==> config.mk <==
export PLATFORM = sky130hd
export DESIGN_NAME = eca_engine
export DESIGN_NICKNAME = d
export VERILOG_FILES = /design/src/rtl/eca_engine.sv
export SDC_FILE = /design/constraint.sdc
export NUM_CORES = 2
export LEC_CHECK = 0
export CAP_MARGIN = 10
export CORE_AREA = 2 2 423 425
export DETAILED_ROUTE_END_ITERATION = 8
export DIE_AREA = 0 0 425 427
export PLACE_DENSITY_LB_ADDON = 0.25
export RECOVER_POWER = 25
export SETUP_SLACK_MARGIN = 0.1
export SLEW_MARGIN = 20
export SYNTH_ARGS = -nofsm -noshare
export SYNTH_HDL_FRONTEND = slang
export SYNTH_SLANG_ARGS = --single-unit
export TNS_END_PERCENT = 100
==> constraint.sdc <==
create_clock -name clk -period 3.7 [get_ports clk]
set_input_delay 0.74 -clock clk [delete_from_list [all_inputs] [get_ports clk]]
set_output_delay 0.74 -clock clk [all_outputs]
set_load 0.01 [all_outputs]
==> src/rtl/eca_engine.sv <==
// Elementary cellular-automaton engine: WIDTH cells, any Wolfram rule, zero or toroidal
// boundary, runs a commanded number of generations and reports busy/done.
module eca_engine #(
    parameter int WIDTH = 512,
    parameter int CNT_W = 16
) (
    input  logic             clk,
    input  logic             reset,
    input  logic             load,
    input  logic [WIDTH-1:0] data,
    input  logic [7:0]       rule,
    input  logic             wrap,
    input  logic             start,
    input  logic [CNT_W-1:0] steps,
    output logic [WIDTH-1:0] q,
    output logic             busy,
    output logic             done,
    output logic [CNT_W-1:0] gen_count,
    output logic             zero
);

    typedef enum logic {
        IDLE = 1'b0,
        RUN  = 1'b1
    } state_t;

    state_t             state_q, state_d;
    logic [WIDTH-1:0]   q_q, q_d;
    logic [7:0]         rule_q, rule_d;
    logic               wrap_q, wrap_d;
    logic [CNT_W-1:0]   remaining_q, remaining_d;
    logic [CNT_W-1:0]   gen_count_q, gen_count_d;
    logic               done_q, done_d;

    logic [WIDTH+1:0]   ext;
    logic [WIDTH-1:0]   next_gen;

    // Pad the row with its boundary cells so every cell sees a uniform 3-bit window.
    assign ext = {wrap_q & q_q[0], q_q, wrap_q & q_q[WIDTH-1]};

    always_comb begin
        next_gen = '0;
        for (int i = 0; i < WIDTH; i++) begin
            next_gen[i] = rule_q[ext[i +: 3]];
        end
    end

    always_comb begin
        // NOTE: every signal gets a default before the case so no path can infer a latch.
        state_d     = state_q;
        q_d         = q_q;
        rule_d      = rule_q;
        wrap_d      = wrap_q;
        remaining_d = remaining_q;
        gen_count_d = gen_count_q;
        done_d      = 1'b0;

        case (state_q)
            IDLE: begin
                if (load) begin
                    q_d         = data;
                    gen_count_d = '0;
                end else if (start) begin
                    if (steps != '0) begin
                        rule_d      = rule;
                        wrap_d      = wrap;
                        remaining_d = steps;
                        state_d     = RUN;
                    end else begin
                        done_d = 1'b1;
                    end
                end
            end
            RUN: begin
                if (load) begin
                    q_d         = data;
                    gen_count_d = '0;
                    state_d     = IDLE;
                end else begin
                    q_d         = next_gen;
                    gen_count_d = gen_count_q + CNT_W'(1);
                    remaining_d = remaining_q - CNT_W'(1);
                    if (remaining_q == CNT_W'(1)) begin
                        state_d = IDLE;
                        done_d  = 1'b1;
                    end
                end
            end
            default: state_d = IDLE;
        endcase
    end

    // NOTE: state registers use non-blocking assignments so all flops update together.
    always_ff @(posedge clk) begin
        if (reset) begin
            state_q     <= IDLE;
            q_q         <= '0;
            rule_q      <= '0;
            wrap_q      <= 1'b0;
            remaining_q <= '0;
            gen_count_q <= '0;
            done_q      <= 1'b0;
        end else begin
            state_q     <= state_d;
            q_q         <= q_d;
            rule_q      <= rule_d;
            wrap_q      <= wrap_d;
            remaining_q <= remaining_d;
            gen_count_q <= gen_count_d;
            done_q      <= done_d;
        end
    end

    assign q         = q_q;
    assign busy      = (state_q == RUN);
    assign done      = done_q;
    assign gen_count = gen_count_q;
    assign zero      = (q_q == '0);

endmodule

Yosys cells after proc, flatten, opt, wreduce, memory -nomap -nowiden
Cells that the tools add are included.
W data, S select, Z words.
{"block": "word_totals", "reg_bits": 555, "word_cells": 1582}
{"block": "classes", "bitwise_logic": 4, "n_mux": 1047, "n_lt_le_gt_ge": 512, "reduce_logical": 4, "addsub": 2, "n_eq_ne": 6}
{"operator": "$lt A3 B4 Y1 const B", "count": 512}
{"operator": "$bmux W1 S3", "count": 512}
{"operator": "$mux W512", "count": 2}
{"operator": "$pmux W512 S2", "count": 1}
{"operator": "$mux W1", "count": 522}
{"operator": "$logic_not A512 Y1", "count": 1}
{"operator": "$mux W16", "count": 6}
{"operator": "$pmux W16 S2", "count": 2}
{"operator": "$add A16 B1 Y16 const B", "count": 1}
{"operator": "$eq A16 B1 Y1 const B", "count": 1}
{"operator": "$reduce_bool A16 Y1", "count": 1}
{"operator": "$sub A16 B1 Y16 const B", "count": 1}
{"operator": "$ne A2 B2 Y1 const B", "count": 5}
{"operator": "$reduce_and A4 Y1", "count": 2}
{"operator": "$pmux W1 S2", "count": 2}
{"operator": "$and A1 B1 Y1", "count": 2}
{"operator": "$not A1 Y1", "count": 2}

Longest topological paths before layout
{"block": "logic_depth", "depth_word": 5, "depth_mapped": 8}

Least setup slack after synthesis
No wires, ideal clock.
{"block": "synth_path", "kind": "register -> output", "from": "reg q_q[254], in the netlist q[254]", "to": "out zero", "path_slack_ns": 1.480, "path_buffers": 1, "required_ns": 2.960, "t_arrival_ns": 1.480, "stages_incl_launch_ff": 7, "cell_sequence": "dfxtp_1 > clkbuf_1 > nor4_1 > nand4_1 > nor4_1 > nand4_1 > nor2_1"}
{"block": "synth_between", "elab_chain_cells": 1}
{"item": "start, declared", "line": "28", "text": "logic [WIDTH-1:0] q_q, q_d;"}
{"item": "start signal, assigned", "line": "105", "text": "q_q <= q_d;"}
{"item": "$logic_not A512 Y1", "line": "118", "text": "assign zero = (q_q == '0);"}
{"item": "end, declared", "line": "19", "text": "output logic zero"}
No other way between the ends.

Worst setup path after layout
{"block": "layout_path", "from": "reg q_q[139], in the netlist q[139]", "to": "out zero"}
Same word-level chain as after synthesis.

==> run_results.csv <==
group,metric,value,unit
placement,port_buffers,1071,
worst_setup_path,worstPathRequired,2.96,ns
timing,setup_ws,-0.463,ns
synth,syn_inst,5777,
clock_network,cts_buffer_depth,3,
global_route,grt_pass1_wl,373000,um
global_route,use_met2,42.6,%
floorplan,dieArea,181000,um2
timing,tightest_slew,2.07,ns
global_route,top_usage_layer,"met2",
floorplan,die_h,427,um
floorplan,rows,155,
worst_setup_path,r2r_start,"busy",
synth,syn_nets,6321,
worst_setup_path,worst-path-stages,8,
worst_setup_path,max_stage_delay,0.51,ns
finish,multi_input_area,40900,um2
global_route,grt_pass1_vias,50741,
clock_network,cts_root_buf,"clkbuf_16",
timing,skew,0.0484,ns
synth,ys_warn_count,0,
placement,hpwl,179000,um
job,maxCapViolCount,6,
worst_setup_path,rr_worst_depth,4,
clock_network,clkTransAtPathRegs,0.06,ns
global_route,grt_overflow,0,
worst_setup_path,critPathLaunchType,"flop",
synth,synthTopCellsByArea,"mux4_2 40%, dfxtp_1 19%, mux2i_1 8.9%",
synth,netlist.area_leader.share,40.1,%
synth,synth-seq-cells,555,
global_route,grtUsageTotal,27.5,%
drt,dr_total_vias,53244,
min_path,min_from,"reset",
clock_network,cts_tree,"built",
clock_network,insertion_delay,0.73,ns
timing,setup_violations,76,
outcome,violations,"max-capacitance violations, max-slew violations, negative setup slack",
timing,finalSetupTns,-8.53,ns
placement,place_congestion,0.907,
clock_network,cts_sinks,555,
drt,drcViolationCount,0,
timing,grt_setup_unrepaired,"true",
outcome,status,"complete, but fails checks",
finish,fin_cells,8583,
drt,first_pass_iters,5,
clock_network,cts_made_buffers,82,
synth,yosysMostFrequentCell,"nor2_1",
worst_setup_path,crit_fanout,8,
pwr,ir_drop,306,uV
floorplan,dieWidth,425,um
worst_setup_path,cp_slowest_cell,"nor4_1",
synth,synth.distinct_cells,55,
min_path,whs_path_depth,2,
drt,dr.first_iter.drc_count,6040,
global_route,use_met3,5.83,%
timing,hold_viol_final,0,
global_route,grt_max_degree,173,
pwr,power_leakage,22.8,nW
worst_setup_path,worst_ep_arrival_time,3.42,ns
clock_network,htreeDepth,3,
synth,synth_largest_area_cell,"mux4_2",
worst_setup_path,path_common_cell,"nand4_1",
timing,holdWs,0.399,ns
placement,place_inst,8382,
drt,drtAntennaViolNets,0,
worst_setup_path,cp-end-kind,"output port",
timing,maxSlewViolCount,485,
synth,synthFlopType,"dfxtp_1",
finish,nets,6661,
finish,post_route_cells_drive_above_1_share,26.7,%
timing,slew_headroom,-39.2,%
floorplan,ios,1072,
synth,yosysSeqAreaShare,19.4,%
pwr,power_density,310,nW/um2
worst_setup_path,crit_path_end,"zero",
floorplan,start_util,32.4,%
synth,synth_edf_count,0,
min_path,hp-class,"input port to flop",
drt,routed_via_density,6.20,
floorplan,core,177000,um2
worst_setup_path,path_cells,"nor4_1 > nand4_1 > nor4_4 > buf_4 > nand4_1 > nor2_4 > buf_6 > buf_12",
worst_setup_path,r2r_end,"q[360]",
finish,fillers,16964,
timing,period_minus_slack,4.16,ns
drt,avgRoutedWirePerCell,30.2,um
synth,syn_avg_cell_area,9.94,um2
finish,final-seq-area,11200,um2
timing,finalCritPeriodShare,113,%
synth,synth.top_cells.by_count,"1039 x nor2_1, 1021 x mux4_2, 809 x clkbuf_1",
global_route,use_met1,34.0,%
clock_network,postCtsHoldBufs,0,
worst_setup_path,crit_type,"flop to output port",
synth,synth-async-reset-ratio,0,%
finish,area_growth,26.6,%
worst_setup_path,startpoint,"q[139]",
worst_setup_path,crit_family,"simple AND/OR/NAND/NOR gates",
drt,totalWireLength,259000,um
timing,timing.fmax,240,MHz
global_route,antenna_found_initial,58,
synth,syn-cell-area,57400,um2
worst_setup_path,worst-path-buf-inv,3,
worst_setup_path,ff2ff_setup_slack,-0.37,ns
-- sequential cells by signal (all words and copies together), names as in the netlist --
name,count
rule_q,8
wrap_q,1
done,1
remaining_q,16
q,512
busy,1
gen_count,16
-- cell type report --
cell class              instances  share of cell area [%]
multi-input cells            3946                    56.3
repair buffers               1518                    20.4
flip-flops and latches        555                    15.4
well taps                    2355                    4.06
clock buffers                 125                    3.41
clock inverters                20                   0.288
diodes                         50                   0.172
inverters                      14                  0.0723
-- metal layers --
layer	up-vias	routed length, um
li1	22706	-
met1	27165	96100
met2	2801	122000
met3	558	21500
met4	14	19200
met5	-	88
-- logic make-up (layout without fill, tap and decap cells) --
kind of cell	count (synthesis)	after routing	synth area share [%]
AO/OA/AOI/OAI	1085	1085	11.9
XOR/XNOR	13	13	0.198
buffers and inverters	1276	1677	9.85
AND/OR/NAND/NOR	1311	1311	9.64
other	0	50	0
flip-flops	555	555	19.4
adder cells (fa/ha/maj)	3	3	0.0654
multiplexers	1534	1534	49.0
-- worst reg2reg max path: cells and delay by family, from the launching register on --
family	cells	cell delay (ns)
buffers and inverters	1	1.58
AND/OR/NAND/NOR	1	0.16
AO/OA/AOI/OAI	2	1.06
flip-flops	1	1.13
-- what timing repair did --
action	CTS	global route
setup buffers	2	4
cloned	0	0
pin swaps	6	10
gates resized for setup	22	26
setup endpoints to repair	1	1
-- stage by stage --
| stage | utilization, % | worst slack, ns | area, um2 | total power, mW |
|---|---|---|---|---|
| CTS | 40.9 | -0.609 | 72500 | 22.7 |
| finish | 41.0 | -0.463 | 72700 | 22.5 |
| detailed placement | 39.3 | -0.438 | 69700 | 14.4 |
| global route | 41.0 | -0.526 | 72600 | 23.4 |
| floorplan | - | 1.48 | 57400 | 11.4 |
| global placement | 39.3 | -0.801 | 69700 | 14.3 |
-- cell usage in the layout (no fill, tap or decap), types with 9 or more instances in the layout --
master,n
buf_4,371
clkdlybuf4s50_1,1060
diode_2,50
dfxtp_1,538
nor4_2,20
mux2i_1,513
nor4_4,10
clkbuf_1,25
nor4_1,117
nor3_1,10
clkbuf_8,22
nand2_1,45
a21oi_1,527
xor2_1,9
dfxtp_4,9
nor2_1,1038
buf_12,59
clkinv_2,11
o21ai_0,16
inv_1,14
mux4_2,1021
nand4_1,41
a211oi_1,507
clkbuf_16,84
-- how the worst min path moves through the flow --
stage | end
finish | q[398]
detailed placement | remaining_q[12]
floorplan | wrap_q
global route | q[398]
global placement | remaining_q[12]
CTS | q[398]
-- where the power goes --
group | internal (mW) | switching, mW
registers | 6.36 | 0.877
clock network | 4.74 | 3.42
logic | 3.68 | 3.42
total | 14.8 | 7.72
No activity file was read; power rests on OpenSTA's default activity.
